$ cat config.mk
export PLATFORM = sky130hd
export DESIGN_NAME = sdram_arbiter
export DESIGN_NICKNAME = d
export VERILOG_FILES = /design/src/rtl/sdram_arbiter_pkg.sv /design/src/rtl/sdram_arbiter_burst_tracker.sv /design/src/rtl/sdram_arbiter.sv
export SDC_FILE = /design/constraint.sdc
export NUM_CORES = 1
export LEC_CHECK = 0
export BUFFER_PORTS_ARGS = -buffer_cell sky130_fd_sc_hd__buf_4
export CAP_MARGIN = 20
export CORE_ASPECT_RATIO = 0.5
export CORE_MARGIN = 1
export CORE_UTILIZATION = 35
export CTS_CLUSTER_SIZE = 14
export DETAILED_ROUTE_END_ITERATION = 8
export PLACE_DENSITY = 0.81
export SYNTH_ARGS = -nofsm -noshare
export SYNTH_HDL_FRONTEND = slang
export SYNTH_HIERARCHICAL = 1
export SYNTH_SLANG_ARGS = --single-unit
$ cat constraint.sdc
create_clock -name i_Clk -period 4.5 [get_ports i_Clk]
set_input_delay 0 -clock i_Clk [delete_from_list [all_inputs] [get_ports i_Clk]]
set_output_delay 0 -clock i_Clk [all_outputs]
set_load 0.05 [all_outputs]
$ cat src/rtl/sdram_arbiter_pkg.sv
// Shared SDRAM command encodings, arbiter state encoding and burst defaults
// used by the arbiter and its burst tracker.
package sdram_arbiter_pkg;

    localparam logic [1:0] CMD_NOP   = 2'b00;
    localparam logic [1:0] CMD_READ  = 2'b01;
    localparam logic [1:0] CMD_WRITE = 2'b10;

    localparam logic [1:0] ST_IDLE = 2'd0;
    localparam logic [1:0] ST_BUSY = 2'd1;
    localparam logic [1:0] ST_TURN = 2'd2;

    localparam int SDRAM_READ_BURST_LENGTH = 8;

    // Only READ and WRITE start a real burst; NOP and 2'b11 complete at once.
    function automatic logic isBurstCmd(input logic [1:0] cmd);
        return (cmd == CMD_READ) || (cmd == CMD_WRITE);
    endfunction

endpackage

$ cat src/rtl/sdram_arbiter_burst_tracker.sv
// Beat counter and completion detect for one granted SDRAM burst; strobes
// must already be qualified by the caller's busy state.
module burst_tracker
    import sdram_arbiter_pkg::*;
#(
    parameter int READ_BURST_LENGTH = SDRAM_READ_BURST_LENGTH
) (
    input  logic i_Clk,
    input  logic i_Reset,
    input  logic i_Start,
    input  logic i_Is_Read,
    input  logic i_Read_Valid,
    input  logic i_Write_Done,
    output logic o_Complete
);

    localparam int CW = $clog2(READ_BURST_LENGTH + 1);
    localparam logic [CW-1:0] LAST_BEAT = CW'(READ_BURST_LENGTH - 1);

    logic [CW-1:0] r_Beat_Count;

    always_ff @(posedge i_Clk) begin
        if (i_Reset || i_Start) begin
            r_Beat_Count <= '0;
        end else if (i_Is_Read && i_Read_Valid) begin
            r_Beat_Count <= r_Beat_Count + CW'(1);
        end
    end

    // Wrong-type strobes fall out here: a read ignores write-done and vice versa.
    assign o_Complete = i_Is_Read ? (i_Read_Valid && (r_Beat_Count == LAST_BEAT))
                                  : i_Write_Done;

endmodule

$ cat src/rtl/sdram_arbiter.sv
// Two-port arbiter in front of the as4c4m32s controller: port 0 display refill,
// port 1 fractal writer. Define SDRAM_ARB_STARVE_GUARD_EN to build the port-1 starve guard.
module sdram_arbiter
    import sdram_arbiter_pkg::*;
#(
    parameter int READ_BURST_LENGTH = SDRAM_READ_BURST_LENGTH,
    parameter int STARVE_LIMIT      = 4
) (
    input  logic        i_Clk,
    input  logic        i_Reset,
    input  logic        i_Req0,
    input  logic        i_Req1,
    input  logic [1:0]  i_Command0,
    input  logic [1:0]  i_Command1,
    input  logic [21:0] i_Address0,
    input  logic [21:0] i_Address1,
    input  logic [31:0] i_Write_Data0,
    input  logic [31:0] i_Write_Data1,
    output logic [1:0]  o_Command,
    output logic [21:0] o_Data_Address,
    output logic [31:0] o_Data_Write,
    input  logic        i_Data_Read_Valid,
    input  logic        i_Data_Write_Done,
    output logic [1:0]  o_Grant,
    output logic        o_Read_Valid0,
    output logic        o_Read_Valid1,
    output logic        o_Done0,
    output logic        o_Done1
);

    logic [1:0]  r_State;
    logic [1:0]  r_Command;
    logic [21:0] r_Address;
    logic [1:0]  r_Grant;
    logic        r_Done0;
    logic        r_Done1;

    logic        w_Idle;
    logic        w_Busy;
    logic        w_Any_Req;
    logic        w_Starve;
    logic        w_Pick1;
    logic [1:0]  w_Win_Cmd;
    logic [21:0] w_Win_Addr;
    logic        w_Start;
    logic        w_Complete;

    assign w_Idle     = (r_State == ST_IDLE);
    assign w_Busy     = (r_State == ST_BUSY);
    assign w_Any_Req  = i_Req0 | i_Req1;
    assign w_Pick1    = i_Req1 && (!i_Req0 || w_Starve);
    assign w_Win_Cmd  = w_Pick1 ? i_Command1 : i_Command0;
    assign w_Win_Addr = w_Pick1 ? i_Address1 : i_Address0;
    assign w_Start    = w_Idle && w_Any_Req && isBurstCmd(w_Win_Cmd);

`ifdef SDRAM_ARB_STARVE_GUARD_EN
    localparam int SW = $clog2(STARVE_LIMIT + 1);

    logic [SW-1:0] r_Starve_Cnt;

    assign w_Starve = (r_Starve_Cnt == SW'(STARVE_LIMIT)) && i_Req1;

    // Counts port-0 wins that made a waiting port 1 lose; any other grant clears it.
    always_ff @(posedge i_Clk) begin
        if (i_Reset) begin
            r_Starve_Cnt <= '0;
        end else if (w_Idle && w_Any_Req) begin
            if (w_Pick1 || !i_Req1) begin
                r_Starve_Cnt <= '0;
            end else if (r_Starve_Cnt != SW'(STARVE_LIMIT)) begin
                r_Starve_Cnt <= r_Starve_Cnt + SW'(1);
            end
        end
    end
`else
    assign w_Starve = 1'b0;
`endif

    burst_tracker #(
        .READ_BURST_LENGTH(READ_BURST_LENGTH)
    ) u_Tracker (
        .i_Clk        (i_Clk),
        .i_Reset      (i_Reset),
        .i_Start      (w_Start),
        .i_Is_Read    (r_Command == CMD_READ),
        .i_Read_Valid (i_Data_Read_Valid && w_Busy),
        .i_Write_Done (i_Data_Write_Done && w_Busy),
        .o_Complete   (w_Complete)
    );

    // Done pulses land in the TURN cycle, where command is already NOP and grant cleared.
    always_ff @(posedge i_Clk) begin
        if (i_Reset) begin
            r_State   <= ST_IDLE;
            r_Command <= CMD_NOP;
            r_Address <= '0;
            r_Grant   <= 2'b00;
            r_Done0   <= 1'b0;
            r_Done1   <= 1'b0;
        end else begin
            r_Done0 <= 1'b0;
            r_Done1 <= 1'b0;
            case (r_State)
                ST_IDLE: begin
                    if (w_Any_Req) begin
                        if (isBurstCmd(w_Win_Cmd)) begin
                            r_State   <= ST_BUSY;
                            r_Command <= w_Win_Cmd;
                            r_Address <= w_Win_Addr;
                            r_Grant   <= w_Pick1 ? 2'b10 : 2'b01;
                        end else begin
                            r_State <= ST_TURN;
                            r_Done0 <= !w_Pick1;
                            r_Done1 <= w_Pick1;
                        end
                    end
                end
                ST_BUSY: begin
                    if (w_Complete) begin
                        r_State   <= ST_TURN;
                        r_Command <= CMD_NOP;
                        r_Grant   <= 2'b00;
                        r_Done0   <= r_Grant[0];
                        r_Done1   <= r_Grant[1];
                    end
                end
                ST_TURN: begin
                    r_State <= ST_IDLE;
                end
                default: begin
                    r_State   <= ST_IDLE;
                    r_Command <= CMD_NOP;
                    r_Grant   <= 2'b00;
                end
            endcase
        end
    end

    always_comb begin
        o_Data_Write = '0;
        case (r_Grant)
            2'b01:   o_Data_Write = i_Write_Data0;
            2'b10:   o_Data_Write = i_Write_Data1;
            default: o_Data_Write = '0;
        endcase
    end

    assign o_Command      = r_Command;
    assign o_Data_Address = r_Address;
    assign o_Grant        = r_Grant;
    assign o_Done0        = r_Done0;
    assign o_Done1        = r_Done1;
    assign o_Read_Valid0  = i_Data_Read_Valid & r_Grant[0];
    assign o_Read_Valid1  = i_Data_Read_Valid & r_Grant[1];

endmodule

==> flow_metrics.py <==
metrics = {
    "outcome": {
        "status": "finished, final reports clean",
    },
    "grt": {
        "grt_pass1_vias": 2147,
        "grt_max_degree": 52,
        "gr-total-overflow": 0,
        "grtUsageTotal": 0.1953,
        "grt_pass1_wl_mm": 10.14,
        "antenna_found_initial": 0,
        "busiest_layer": "met2",
        "grt_use_met3": 0.04916,
        "use_met2": 0.3481,
        "grt_use_met1": 0.2348,
    },
    "placed_design": {
        "io_buffers": 179,
        "dpl.hpwl_mm": 5.069,
        "finalWeightedCongestion": 0.8414,
    },
    "routing": {
        "vias_per_cell": 4.928,
        "wirelength_mm": 6.791,
        "drt-wirelength-per-cell_um": 13.66,
        "vias": 2449,
        "dr.pass1.iters": 5,
        "drt_iter0_markers": 141,
        "antenna_left": 0,
        "drc": 0,
    },
    "worst_hold_path": {
        "hold_class": "primary input to flop",
    },
    "die": {
        "die_x_um": 114.2,
        "die_height_um": 58.09,
        "start_util": 0.3812,
        "ios": 180,
        "fp.coreArea_mm2": 0.005777,
        "row_count": 19,
        "die_area_mm2": 0.006632,
    },
    "logic_synthesis": {
        "yosysWarnings": 6,
        "yosysUniqueCellTypes": 40,
        "avgSynthCellArea_um2": 8.988,
        "synth-seq-cells": 34,
        "syn_inst": 245,
        "ys_seq_area_frac": 0.3091,
        "synth_fp_nets": 366,
        "synth_edf_count": 0,
        "syn_area_mm2": 0.002202,
        "synth_ff_type": "dfxtp_1",
        "synth-async-reset-ratio": 0,
    },
    "pwr": {
        "leakage_uw": 0.001763,
        "power_density_mw_per_mm2": 346.5,
        "switching_share": 0.3379,
        "switching_power_uw": 435.3,
        "p_int_uw": 853.0,
        "p_seq_frac": 0.276,
        "total_power_uw": 1288,
        "p_comb_frac": 0.372,
        "vdd_drop_max_v": 0.0002267,
        "clockPowerShare": 0.351,
    },
    "clocking": {
        "root_buffer": "clkbuf_16",
        "cts-hold-fix-buffers": 0,
        "clock-sinks": 34,
        "htreeDepth": 2,
        "clk_pin_slew_worst_paths_ps": 50,
        "postCtsResizedCells": 0,
        "clk_latency_ps": 270,
        "cts_tree": "built",
        "post_cts.repair.setup_buffers": 0,
        "cts_buffer_depth": 2,
        "cts_buffers": 5,
    },
    "layout": {
        "nNetsFinal": 533,
        "antennaDiodeCount": 0,
        "layout_common_cells": "179 x buf_4, 57 x nor2_1, 34 x dfxtp_1",
        "drive_above_1_share": 0.5303,
        "syn_to_final_growth_pct": 68.86,
        "layout_commonest_cell": "buf_4",
    },
    "worst_setup_path": {
        "setup.worst_path.end_class": "primary output",
        "start_kind": "flop",
        "required_ps": 4500,
        "cp_data_arrival_time_ps": 2170,
        "critPathMaxFanout": 32,
        "critPathKind": "flop to primary output",
    },
    "timing": {
        "slew_headroom": 0.2988,
        "slew_viol_final": 0,
        "rsz0062_at_grt": "false",
        "hold_violations": 0,
        "clock.fmax_mhz": 459.8,
        "fin_crit_sh": 0.4833,
        "skew_ps": 5.739,
        "worstMarginPinSlew_ps": 1052,
        "min_period_ps": 2175,
        "tns_ps": 0,
        "setup_viol": 0,
    },
    "flow_run": {
        "maxCapViolCount": 0,
    },
}
[final cells by class]
| type | instances | area [µm²] |
|---|---|---|
| clock buffer | 6 | 138.9 |
| fill | 513 | 2058 |
| multi-input combinational | 185 | 1348 |
| clock inverter | 2 | 60.06 |
| inverter | 6 | 27.53 |
| timing repair buffer | 180 | 1359 |
| sequential | 34 | 680.7 |
| tap | 84 | 105.1 |
[power groups by stage]
stage	clock network [µW]	registers [µW]	logic, µW
2_1_floorplan	0	463	227
3_3_place_gp	0	362	471
3_5_place_dp	0	361	476
4_1_cts	462	356	478
5_1_grt	479	360	507
6_report	453	356	480
[cells by family (layout without fill, tap and decap cells)]
| group | Yosys count | after routing | synth area share |
|---|---|---|---|
| fa+ha+maj | 3 | 3 | 0.01705 |
| mux | 27 | 27 | 0.1233 |
| xor+xnor | 4 | 4 | 0.01591 |
| compound gates | 67 | 67 | 0.2858 |
| flops | 34 | 34 | 0.3091 |
| buf+inv | 26 | 194 | 0.08012 |
| simple gates | 84 | 84 | 0.1688 |
[worst paths after layout]
kind,startpoint,to,slack (ps),depth (start not counted)
worst max-delay path,o_Grant[1],o_Data_Write[1],2330,4
worst min-delay path,i_Req0,o_Done0,60,3
worst max register to register,r_State[0],o_Grant[0],2460,9
worst min register to register,o_Command[0],o_Command[0],510,2
[worst max-delay path, stage by stage, from the launching register on]
cell and delay (ps):
dfxtp_1 390, ha_1 880, a22oi_1 250, nor2_1 150
buf_4 220
[routing by layer]
layer  share of wire  routed length, µm  vias up
met5               0                  0        -
met4           0.013                 86        0
met3           0.068                460        8
met2            0.49               3313      112
met1            0.43               2930     1101
li1                -                  -     1228
[synth_stat cells, drive strengths merged, types with 2 or more instances]
master | count | area share
clkbuf | 10 | 0.017
ha | 3 | 0.017
nand2 | 2 | 0.0045
nand3 | 7 | 0.016
o21ai | 3 | 0.0068
inv | 6 | 0.013
xnor2 | 2 | 0.0080
nor3 | 6 | 0.014
a211oi | 24 | 0.13
buf | 10 | 0.051
and2 | 4 | 0.011
nor2 | 58 | 0.10
a22oi | 32 | 0.11
mux2i | 26 | 0.12
dfxtp | 34 | 0.31
xor2 | 2 | 0.0080
o31ai | 3 | 0.010
[metrics by stage]
| stage | hold WS (ps) | util | std cells | worst slack [ps] | area (µm²) |
|---|---|---|---|---|---|
| global placement | 323.5 | 0.6067 | 488 | 2525 | 3505 |
| detailed placement | 346.3 | 0.6067 | 488 | 2465 | 3505 |
| finish | 60.90 | 0.6437 | 497 | 2325 | 3719 |
| global route | 60.58 | 0.6437 | 497 | 2096 | 3719 |
| CTS | 56.56 | 0.6411 | 496 | 2344 | 3704 |
| floorplan | 64.65 | - | 245 | 2461 | 2202 |
[state kept, by name, summed over array words and instances, names as in the netlist]
signal and flops:
r_State 2, o_Command 2, u_Tracker/r_Beat_Count 4, o_Grant 2
o_Done0 1, o_Done1 1, o_Data_Address 22
No activity file was read; power rests on OpenSTA's default activity.
